==> config.mk <==
export PLATFORM = sky130hd
export DESIGN_NAME = regfile_sb
export DESIGN_NICKNAME = d
export VERILOG_FILES = /design/src/rtl/regfile_pkg.sv /design/src/rtl/regfile_scoreboard.sv /design/src/rtl/regfile_sb.sv
export SDC_FILE = /design/constraint.sdc
export NUM_CORES = 1
export LEC_CHECK = 0
export CORE_AREA = 2 2 185 187
export CTS_BUF_LIST = sky130_fd_sc_hd__clkbuf_4 sky130_fd_sc_hd__clkbuf_8
export CTS_CLUSTER_DIAMETER = 200
export CTS_CLUSTER_SIZE = 8
export DETAILED_ROUTE_END_ITERATION = 10
export DIE_AREA = 0 0 187 189
export PLACE_DENSITY = 0.74
export SLEW_MARGIN = 20
export SYNTH_ARGS = -nofsm -noshare
export SYNTH_HDL_FRONTEND = slang
export SYNTH_SLANG_ARGS = --single-unit
==> constraint.sdc <==
create_clock -name clk -period 10.7 [get_ports clk]
set_clock_uncertainty 0.05 [all_clocks]
set_input_delay 2.14 -clock clk [delete_from_list [all_inputs] [get_ports clk]]
set_output_delay 2.14 -clock clk [all_outputs]
set_load 0.1 [all_outputs]
==> src/rtl/regfile_pkg.sv <==
// regfile_pkg
// Shared definitions for the scoreboarded register file: default geometry
// constants and the state encoding of the clear-sweep FSM.
package regfile_pkg;

  localparam int DEF_DATA_W = 32;
  localparam int DEF_ADDR_W = 3;

  typedef enum logic {
    ST_IDLE  = 1'b0,
    ST_CLEAR = 1'b1
  } clr_state_t;

endpackage

==> src/rtl/regfile_scoreboard.sv <==
// regfile_scoreboard
// Busy-bit vector for the register file. A register is marked busy by an
// accepted reservation and released by an accepted write; the clear sweep
// zeroes one busy bit per cycle.
// Ports:
//   clk, reset      clock, asynchronous active-high reset
//   reserve_valid   reservation request for reserve_addr
//   reserve_addr    register to reserve
//   reserve_ready   reservation can be accepted this cycle
//   write_accept    write qualified by the top (not clearing, not r0-ignored)
//   write_addr      write target
//   clear_active    clear sweep in progress
//   clear_idx       register zeroed by the sweep this cycle
//   busy            raw busy vector, one bit per register
module regfile_scoreboard
  import regfile_pkg::*;
#(
  parameter int ADDR_W   = DEF_ADDR_W,
  parameter int ZERO_REG = 0,
  localparam int DEPTH   = 2**ADDR_W
) (
  input  logic              clk,
  input  logic              reset,
  input  logic              reserve_valid,
  input  logic [ADDR_W-1:0] reserve_addr,
  output logic              reserve_ready,
  input  logic              write_accept,
  input  logic [ADDR_W-1:0] write_addr,
  input  logic              clear_active,
  input  logic [ADDR_W-1:0] clear_idx,
  output logic [DEPTH-1:0]  busy
);

  logic res_set;

  assign reserve_ready = !clear_active && !busy[reserve_addr];

  // r0 still handshakes when hardwired to zero, it just never becomes busy.
  assign res_set = reserve_valid && reserve_ready &&
                   !((ZERO_REG != 0) && (reserve_addr == '0));

  // Set is applied after release so a same-cycle reserve and write to one
  // (non-busy) register leaves it busy.
  always_ff @(posedge clk or posedge reset) begin
    if (reset) begin
      busy <= '0;
    end else if (clear_active) begin
      busy[clear_idx] <= 1'b0;
    end else begin
      if (write_accept) busy[write_addr]   <= 1'b0;
      if (res_set)      busy[reserve_addr] <= 1'b1;
    end
  end

endmodule

==> src/rtl/regfile_sb.sv <==
// regfile_sb
// Register file with a per-register busy scoreboard, optional write-to-read
// forwarding, optional hardwired-zero r0, and a sequential clear sweep that
// zeroes one register (data and busy) per cycle.
// Ports:
//   clk, reset                 clock, asynchronous active-high reset
//   write_enable/addr/data     write port (takes effect at next edge)
//   read_addr1/2               combinational read addresses
//   read_data1/2, read_busy1/2 read values and their busy bits
//   reserve_valid/addr/ready   reservation handshake
//   clear_req, clear_busy      start / status of the clear sweep
//   debug_data                 contents of register DEBUG_IDX
module regfile_sb
  import regfile_pkg::*;
#(
  parameter int DATA_W    = DEF_DATA_W,
  parameter int ADDR_W    = DEF_ADDR_W,
  parameter int ZERO_REG  = 0,
  parameter int BYPASS    = 1,
  parameter int DEBUG_IDX = 1
) (
  input  logic              clk,
  input  logic              reset,
  input  logic              write_enable,
  input  logic [ADDR_W-1:0] write_addr,
  input  logic [DATA_W-1:0] write_data,
  input  logic [ADDR_W-1:0] read_addr1,
  input  logic [ADDR_W-1:0] read_addr2,
  output logic [DATA_W-1:0] read_data1,
  output logic [DATA_W-1:0] read_data2,
  output logic              read_busy1,
  output logic              read_busy2,
  input  logic              reserve_valid,
  input  logic [ADDR_W-1:0] reserve_addr,
  output logic              reserve_ready,
  input  logic              clear_req,
  output logic              clear_busy,
  output logic [DATA_W-1:0] debug_data
);

  localparam int              DEPTH = 2**ADDR_W;
  localparam logic [ADDR_W-1:0] LAST  = ADDR_W'(DEPTH - 1);
  localparam logic [ADDR_W-1:0] DBG   = ADDR_W'(DEBUG_IDX);

  logic [DATA_W-1:0] regs [DEPTH];
  logic [DEPTH-1:0]  busy;
  clr_state_t        state;
  logic [ADDR_W-1:0] cnt;
  logic              clearing;
  logic              write_accept;

  assign clearing   = (state == ST_CLEAR);
  assign clear_busy = clearing;

  // Writes are dropped during the sweep and, with ZERO_REG, to r0.
  assign write_accept = write_enable && !clearing &&
                        !((ZERO_REG != 0) && (write_addr == '0));

  function automatic logic is_zero_reg(input logic [ADDR_W-1:0] a);
    return (ZERO_REG != 0) && (a == '0);
  endfunction

  function automatic logic fwd_hit(input logic [ADDR_W-1:0] a);
    return (BYPASS != 0) && write_accept && (write_addr == a);
  endfunction

  regfile_scoreboard #(
    .ADDR_W   (ADDR_W),
    .ZERO_REG (ZERO_REG)
  ) u_scoreboard (
    .clk           (clk),
    .reset         (reset),
    .reserve_valid (reserve_valid),
    .reserve_addr  (reserve_addr),
    .reserve_ready (reserve_ready),
    .write_accept  (write_accept),
    .write_addr    (write_addr),
    .clear_active  (clearing),
    .clear_idx     (cnt),
    .busy          (busy)
  );

  // Clear sweep: DEPTH cycles in ST_CLEAR, counter wraps to 0 on exit.
  always_ff @(posedge clk or posedge reset) begin
    if (reset) begin
      state <= ST_IDLE;
      cnt   <= '0;
    end else begin
      case (state)
        ST_IDLE: begin
          if (clear_req) begin
            state <= ST_CLEAR;
            cnt   <= '0;
          end
        end
        ST_CLEAR: begin
          cnt <= cnt + 1'b1;
          if (cnt == LAST) state <= ST_IDLE;
        end
        default: state <= ST_IDLE;
      endcase
    end
  end

  always_ff @(posedge clk or posedge reset) begin
    if (reset) begin
      regs <= '{default: '0};
    end else if (clearing) begin
      regs[cnt] <= '0;
    end else if (write_accept) begin
      regs[write_addr] <= write_data;
    end
  end

  always_comb begin
    read_data1 = regs[read_addr1];
    read_busy1 = busy[read_addr1];
    if (is_zero_reg(read_addr1)) begin
      read_data1 = '0;
      read_busy1 = 1'b0;
    end else if (fwd_hit(read_addr1)) begin
      read_data1 = write_data;
      read_busy1 = 1'b0;
    end

    read_data2 = regs[read_addr2];
    read_busy2 = busy[read_addr2];
    if (is_zero_reg(read_addr2)) begin
      read_data2 = '0;
      read_busy2 = 1'b0;
    end else if (fwd_hit(read_addr2)) begin
      read_data2 = write_data;
      read_busy2 = 1'b0;
    end
  end

  assign debug_data = regs[DBG];

endmodule

### Word level (Yosys, flattened, before mapping)

Index checks and enable logic that the tools add are counted.

* register bits after elaboration: 268
* bits of input ports: 49
* output and inout bits: 100
* logic and storage cells: 93

* add/subtract/negate cells: 1
* magnitude comparators: 14
* equality and inequality tests: 4
* mux-type cells: 38
* bitwise gates (word level): 12
* reductions and logical operators: 13

Operators by type and width (number)
* $mux W256: 2
* $and A256 B256 Y256: 1
* $bwmux W256: 1
* $mux W32: 8
* $not A256 Y256: 1
* $bmux W32 S3: 2
* $demux W32 S3: 2
* $mux W8: 4
* $lt A3 B4 Y1 const B: 5
* $and A8 B8 Y8: 2
* $ge A4 B4 Y1 const B: 4
* $not A3 Y4: 4
* $not A8 Y8: 2
* $logic_and A1 B1 Y1: 10
* $mux W1: 10
* $bmux W1 S3: 3
* $demux W1 S3: 3
* $ge A3 B1 Y1 const B: 3
* $lt A4 B1 Y1 const B: 2
* $or A8 B8 Y8: 1
* $eq A3 B3 Y1: 2
* $pmux W3 S2: 1
* $add A3 B1 Y3 const B: 1
* $eq A3 B3 Y1 const B: 1
* 6 further kinds: 7

### Longest topological paths before layout

* depth in word-level cells: 11
* mapped depth: 7
* gate-level depth less buffers: 4

### Modules after synthesis

From an unflattened synthesis, not the netlist that was laid out.

* cells, all modules: 1058
* area total of the unflattened synthesis: 15803.9 um2

Modules (own cells, without submodules)
* regfile_sb: times used 1, cells each 998, area each 15210.8 um2, sequential area each 6506.2 um2
* regfile_scoreboard: times used 1, cells each 60, area each 593.1 um2, sequential area each 200.2 um2

### Worst setup path after synthesis

OpenSTA, ideal clock, no wires.

* kind: input port to output port
* start point: input port reserve_addr[0]
* end point: output port reserve_ready
* data arrival time: 5338 ps
* data required time: 8510 ps
* slack: 3172 ps
* stages on the path: 4
* buffers on the path: 1
* cells stage by stage: clkbuf_1 > mux4_2 > nor2b_1 > a211oi_1

* longest elaborated chain between the ends: 4

RTL lines
* start: declaration: line regfile_sb.sv:34 `input logic [ADDR_W-1:0] reserve_addr,`
* $bmux W1 S3: line regfile_scoreboard.sv:36 `assign reserve_ready = !clear_active && !busy[reserve_addr];`
* $mux W1 (implied by the code): line regfile_scoreboard.sv:36
* $logic_not A1 Y1: line regfile_scoreboard.sv:36
* $logic_and A1 B1 Y1: line regfile_scoreboard.sv:36
* end: declaration: line regfile_sb.sv:35 `output logic reserve_ready,`

Every way passes these cells. The select of a mux whose other input is x is not followed.

### Worst setup path after layout

* start point: input port read_addr2[0]
* end point: output port read_data2[17]

* longest elaborated chain between the ends: 5
* elaborated cells between the ends (all ways): 7
* those cells by class: 1 x eq/ne; 4 x mux; 1 x bitwise; 1 x reduce/logical

RTL lines
* start: declaration: line regfile_sb.sv:28 `input logic [ADDR_W-1:0] read_addr2,`
* $not A3 Y4 (implied by the code): line regfile_sb.sv:126 `read_data2 = regs[read_addr2];`
* $bmux W32 S3: line regfile_sb.sv:126
* $mux W32 (implied by the code) (2 in a row): line regfile_sb.sv:126
* $mux W32 *: line regfile_sb.sv:131 `end else if (fwd_hit(read_addr2)) begin`
* end: declaration: line regfile_sb.sv:30 `output logic [DATA_W-1:0] read_data2,`

Every way passes the cells marked *; elsewhere a longest branch is shown, timed or not. The select of a mux whose other input is x is not followed.

==> impl_metrics.env <==
export IMPL_status="completed"
export IMPL_ctsResizeCount=0
export IMPL_slew_violations=0
export IMPL_totalPowerFinal_mw=4.04
export IMPL_overflow=0
export IMPL_leakagePower_nw=7.31
export IMPL_wl_per_cell_um=26.9
export IMPL_end_kind="output pin"
export IMPL_pre_cts_slack_ps=2970
export IMPL_critPathTopFamily="buffers and inverters"
export IMPL_setup_tns_ps=0
export IMPL_cts_tree="built"
export IMPL_clk_latency_ps=540
export IMPL_hold_buffers=0
export IMPL_cap_violations=0
export IMPL_syn_inst=1035
export IMPL_vdd_ir_drop_max_mv=0.146
export IMPL_yosysSeqAreaShare_pct=45.1
export IMPL_synth_seq_cells=268
export IMPL_worstPathMaxFanout=45
export IMPL_track_usage_pct=23.4
export IMPL_max_stage_delay_ps=970
export IMPL_gp_congestion=0.790
export IMPL_worst_slack_ps=2980
export IMPL_max_clock_freq_mhz=129
export IMPL_drt_iter0_drc=961
export IMPL_grt_max_degree=104
export IMPL_hold_viol=0
export IMPL_placed_cell_area_um2=16200
export IMPL_wl_mm=41.1
export IMPL_relSlewSlack_pct=19.2
export IMPL_synth_cell_types=39
export IMPL_fin_area_um2=16800
export IMPL_finalCritPeriodShare_pct=72.2
export IMPL_grt_pass1_vias=10800
export IMPL_die_w_um=187
export IMPL_min_period_ps=7720
export IMPL_rsz0062_at_grt="false"
export IMPL_final_setup_viol_count=0
export IMPL_synth_warnings=0
export IMPL_cp_start_kind="input pin"
export IMPL_dp_hpwl_mm=23.8
export IMPL_numClockSinks=268
export IMPL_drive_above_1_share_pct=31.7
export IMPL_die_area_um2=35300
export IMPL_antenna_found_initial=1
export IMPL_grt_pass1_wl_mm=64.7
export IMPL_cts_root_buffer="clkbuf_8"
export IMPL_drc=0
export IMPL_numPortBuffers=148
export IMPL_num_rows=67
export IMPL_path_buf_inv=3
export IMPL_coreArea_um2=33300
export IMPL_required_ps=8510
export IMPL_htree_levels=2
export IMPL_syn_num_nets=1086
export IMPL_routed_via_density=6.60
export IMPL_pin_count=149
export IMPL_worst_pin_slew_ps=1210
export IMPL_num_vias=10100
export IMPL_start_util_pct=44.7
export IMPL_cts_buffer_depth=3
export IMPL_areaGrowthSynthToFinish_pct=13.2
export IMPL_clkTransAtPathRegs_ps=50
export IMPL_cts_buffers=39
export IMPL_nNetsFinal=1130
export IMPL_fin_hold_ws_ps=463
export IMPL_arrival_ps=5530
export IMPL_drt_pass1_iterations=5
export IMPL_ant_nets=0
export IMPL_crit_type="in -> out"
export IMPL_hp_class="reg -> reg"
export IMPL_cp_cell_sequence="buf_4 > buf_4 > mux4_2 > mux2_2 > mux2_2 > clkdlybuf4s50_1"
export IMPL_cpMaxStageDelayCell="clkdlybuf4s50_1"
export IMPL_avgSynthCellArea_um2=14.4
export IMPL_dieHeight_um=189
export IMPL_p_per_area_nw_per_um2=240
export IMPL_syn_cell_area_um2=14900
export IMPL_post_cts_buffers=0
[cell families after synthesis]
logic type	share of synthesized area, %
xor+xnor	0.353
mux	30.3
flops	45.1
buf+inv	5.95
compound gates	16.7
simple gates	1.40
fa+ha+maj	0.168
[area by class of cell]
cell class,instances,area (um^2)
diodes,1,2.50
clock buffers,40,551
clock inverters,3,46.3
fillers,2779,16400
inverters,4,22.5
multi-input cells,600,7350
flip-flops and latches,268,6710
well taps,448,561
repair buffers,166,1600
[routing by layer]
| metal | global-route usage [%] | vias up | part of all wire [%] | wire (um) |
|---|---|---|---|---|
| li1 | - | 4203 | - | - |
| met1 | 32.0 | 5372 | 42 | 17200 |
| met2 | 38.5 | 449 | 49 | 20200 |
| met3 | 3.78 | 81 | 6.3 | 2600 |
| met4 | 8.15 | 0 | 2.8 | 1150 |
| met5 | 0 | - | 0 | 0 |
[path summary, 6_finish.rpt]
path / startpoint / endpoint / slack [ps] / cells after the start
setup / recovery: read_addr2[0] / read_data2[17] / 2980 / 6
hold / removal: regs[166] / regs[166] / 460 / 1
setup reg to reg: clear_busy / u_scoreboard.busy[3] / 8030 / 4
hold reg to reg: regs[166] / regs[166] / 460 / 1
max in group asynchronous: reset / debug_data[14] / 6990 / 3
min in group asynchronous: reset / cnt[1] / 2060 / 2
[layout by cell type, fill, tap and decap left out, types with 3 or more instances in the layout]
master	netlist	layout
nand2b_1	5	5
inv_1	4	3
xnor2_1	6	6
nand2_1	7	7
mux2_2	122	122
a21oi_1	4	4
mux2_4	8	8
a31oi_1	3	3
nor2_4	0	6
o21ai_0	9	9
a22o_1	257	257
mux4_2	134	134
a221oi_1	6	6
nor2b_1	3	3
dfrtp_1	268	268
clkdlybuf4s50_1	0	142
buf_4	36	20
clkbuf_8	0	40
o22a_1	4	4
[cells in the mapped netlist (all sizes together)]
library cell / number / share of area, %
and2: 2 / 0.084
a21oi: 4 / 0.13
o21ai: 9 / 0.30
a211oi: 1 / 0.050
nor2b: 3 / 0.13
nand4b: 1 / 0.059
nor3b: 1 / 0.050
or3b: 1 / 0.059
o32a: 3 / 0.20
dfrtp: 268 / 45
a31oi: 3 / 0.13
a21o: 1 / 0.050
clkbuf: 49 / 1.2
mux2: 130 / 10
nand4: 2 / 0.084
nor3: 4 / 0.17
buf: 114 / 4.6
nor2: 8 / 0.20
and3b: 1 / 0.059
mux4: 134 / 20
nand2: 7 / 0.18
o31a: 1 / 0.059
nand2b: 5 / 0.21
or4b: 1 / 0.067
a22o: 257 / 15
o22a: 4 / 0.24
nand3b: 1 / 0.050
a221oi: 6 / 0.35
ha: 2 / 0.17
o31ai: 1 / 0.050
inv: 4 / 0.10
xnor2: 6 / 0.35
a22oi: 1 / 0.050
[registers in the layout, indices dropped and copies added, names as in the netlist]
register / count
u_scoreboard.busy: 8
clear_busy: 1
cnt: 3
debug_data: 32
regs: 224
[power breakdown]
group          switching (mW)  internal [mW]
logic                    1.19          0.656
clock network           0.375          0.359
registers               0.207           1.25
total                    1.77           2.27
[metrics by stage]
| stage | util (%) | std cells |
|---|---|---|
| 5_1_grt | 50.6 | 1530 |
| 2_1_floorplan | - | 1035 |
| 3_5_place_dp | 48.8 | 1486 |
| 6_report | 50.6 | 1530 |
| 4_1_cts | 50.6 | 1529 |
| 3_3_place_gp | 48.8 | 1485 |
No activity file was read; power rests on OpenSTA's default activity.
==> variant, RTL diff (same settings) <==
`ZERO_REG` is set to 0 in 2 places; all go to 1.
--- a/src/rtl/regfile_scoreboard.sv
+++ b/src/rtl/regfile_scoreboard.sv
@@ -17,5 +17,5 @@
 #(
   parameter int ADDR_W   = DEF_ADDR_W,
-  parameter int ZERO_REG = 0,
+  parameter int ZERO_REG = 1,
   localparam int DEPTH   = 2**ADDR_W
 ) (
--- a/src/rtl/regfile_sb.sv
+++ b/src/rtl/regfile_sb.sv
@@ -16,5 +16,5 @@
   parameter int DATA_W    = DEF_DATA_W,
   parameter int ADDR_W    = DEF_ADDR_W,
-  parameter int ZERO_REG  = 0,
+  parameter int ZERO_REG  = 1,
   parameter int BYPASS    = 1,
   parameter int DEBUG_IDX = 1
Formal check against the unedited RTL: not equivalent (a bounded check fails within 4 cycles, from zero or initial values and one cycle with reset high).
==> variant against the unedited design <==
  * Combinational power down 17%
  * Cell count is 18% higher
  * Routed wire length grew 17%
  * Setup slack worse by 0.63 ns
  * Core utilization decreased by 5.5 points
  * Synthesized area fell by 12%
  * Total power fell by 12%
  * Cell area is 11% lower
  * Sequential cell count down 32
  * Via count is 21% higher
  * Critical path type unchanged
==> variant: results <==
group,metric,value,unit
run_status,status,"completed",
clocking,worstSkewPairLatency,0.54,ns
placed_design,hpwl,27.5,mm
critical_path,critPathMaxFanout,20,
min_path,hold_depth,1,
synthesis,synthTopCellsByArea,"dfrtp_1, a22o_1, mux2i_1, nand2_1, o22ai_1",
synthesis,synth_commonest_cells,"dfrtp_1, a22o_1, nand2_1, nor2_1, a21oi_1",
critical_path,worstPathArrival,6.17,ns
clocking,clock-root-buffer,"clkbuf_8",
critical_path,cp_slowest_cell,"clkdlybuf4s50_1",
critical_path,r2r-start,"clear_busy",
placed_design,port_buffers,148,
clocking,htree_levels,2,
drt,drtIter0Drc,1892,
power,leakagePower,6.52,nW
drt,avgRoutedWirePerCell,26.7,µm
min_path,hold-path-endpoint,"u_scoreboard.busy[0]",
min_path,hp-start,"u_scoreboard.busy[0]",
grt,grt_pass1_wl,73.7,mm
placed_design,placedInstanceArea,0.0145,mm²
placed_design,place_congestion,0.846,
clocking,clk_pin_slew,0.05,ns
placed_design,placedCellCount,1771,
synthesis,async_flop_share,1.00,
clocking,cts_resized,0,
min_path,hold_class,"flop to flop",
grt,grt_pass1_vias,12200,
layout,largest_reg_flops,192,
synthesis,syn_inst,1336,
grt,grt_max_degree,99,
power,ir_drop,0.0922,mV
layout,final_nets,1411,
synthesis,ys_seq_area_frac,0.452,
synthesis,synth_flop_cell,"dfrtp_1",
critical_path,ff2ff_setup_slack,7.88,ns
drt,drt-vias-per-instance,6.75,
timing,maxSlewHeadroom,0.292,
synthesis,yosys_warnings,0,
layout,top_register,"regs",
critical_path,r2r_end,"regs[186]",
synthesis,ys_types,46,
grt,grt_use_total,0.266,
grt,antenna_found_initial,1,
layout,drive_gt1_frac,0.0808,
critical_path,r2r_cells,8,
clocking,numCtsBuffers,35,
clocking,cts.path.max_buffers,3,
clocking,post_cts_buffers,0,
critical_path,max_stage_delay,1.18,ns
drt,wl,48.3,mm
drt,first_pass_iters,6,
-- variant: cell count changes after synthesis, moves of 32 or more --
cell	before	now
mux4_2	134	3
dfrtp_1	268	236
nor2_1	8	81
o22a_1	4	38
a21oi_1	4	71
o22ai_1	0	69
mux2_2	122	3
mux2i_1	0	64
a22o_1	257	225
o21ai_0	9	50
nand2_1	7	118
-- variant: cell families (layout without fill, tap and decap cells) --
kind of cell | after synthesis | in the layout | synth area share
other | 0 | 1 | 0
AO/OA/AOI/OAI | 557 | 557 | 0.321
AND/OR/NAND/NOR | 267 | 267 | 0.0906
XOR/XNOR | 6 | 6 | 0.00402
flip-flops | 236 | 236 | 0.452
adder cells (fa/ha/maj) | 2 | 2 | 0.00192
multiplexers | 70 | 70 | 0.0568
buffers and inverters | 198 | 223 | 0.0739
-- variant: layer usage --
layer,up-vias,track usage,wire length [µm]
met5,-,0,0
met4,0,0.134,2300
met3,192,0.0753,5770
met2,995,0.408,21400
met1,5979,0.346,18900
li1,5053,-,-
-- variant: area by class of cell --
cell class / instances / area (µm²)
Antenna cell: 1 / 2.50
Sequential cell: 236 / 5910
Clock buffer: 37 / 509
Multi-Input combinational cell: 902 / 6270
Timing Repair Buffer: 180 / 1720
Tap cell: 448 / 561
Inverter: 5 / 26.3
Fill cell: 3160 / 18300
Clock inverter: 1 / 30.0
-- variant: per-stage QoR --
stage	hold slack, ns	utilization	setup slack [ns]	total power [mW]
finish	0.467	0.451	2.34	3.55
floorplan	0.410	-	2.04	2.46
detailed placement	0.441	0.435	2.40	2.86
global route	0.482	0.451	2.24	3.69
global placement	0.451	0.435	2.42	2.83
CTS	0.467	0.451	2.38	3.53
-- variant: worst max path at each step --
| stage | cells after the start | to | slack (ns) | from |
|---|---|---|---|---|
| 3_3_place_gp | 8 | read_data1[27] | 2.42 | read_addr1[2] |
| 4_1_cts | 8 | read_data1[27] | 2.38 | read_addr1[2] |
| 3_5_place_dp | 8 | read_data1[27] | 2.40 | read_addr1[2] |
| 5_1_grt | 8 | read_data1[25] | 2.24 | read_addr1[2] |
| 2_1_floorplan | 1 | clear_busy | 2.04 | reset |
| 6_report | 8 | read_data1[4] | 2.34 | read_addr1[0] |
-- variant: power by group --
part	internal (mW)	switching, mW	leakage [nW]
clock network	0.331	0.343	0.280
logic	0.483	1.05	2.99
registers	1.12	0.229	3.25
total	1.93	1.62	6.52
-- variant: critical path, delay by kind of cell --
family	cells	cell delay, ns
buffers and inverters	3	1.83
AND/OR/NAND/NOR	2	1.32
AO/OA/AOI/OAI	3	0.86
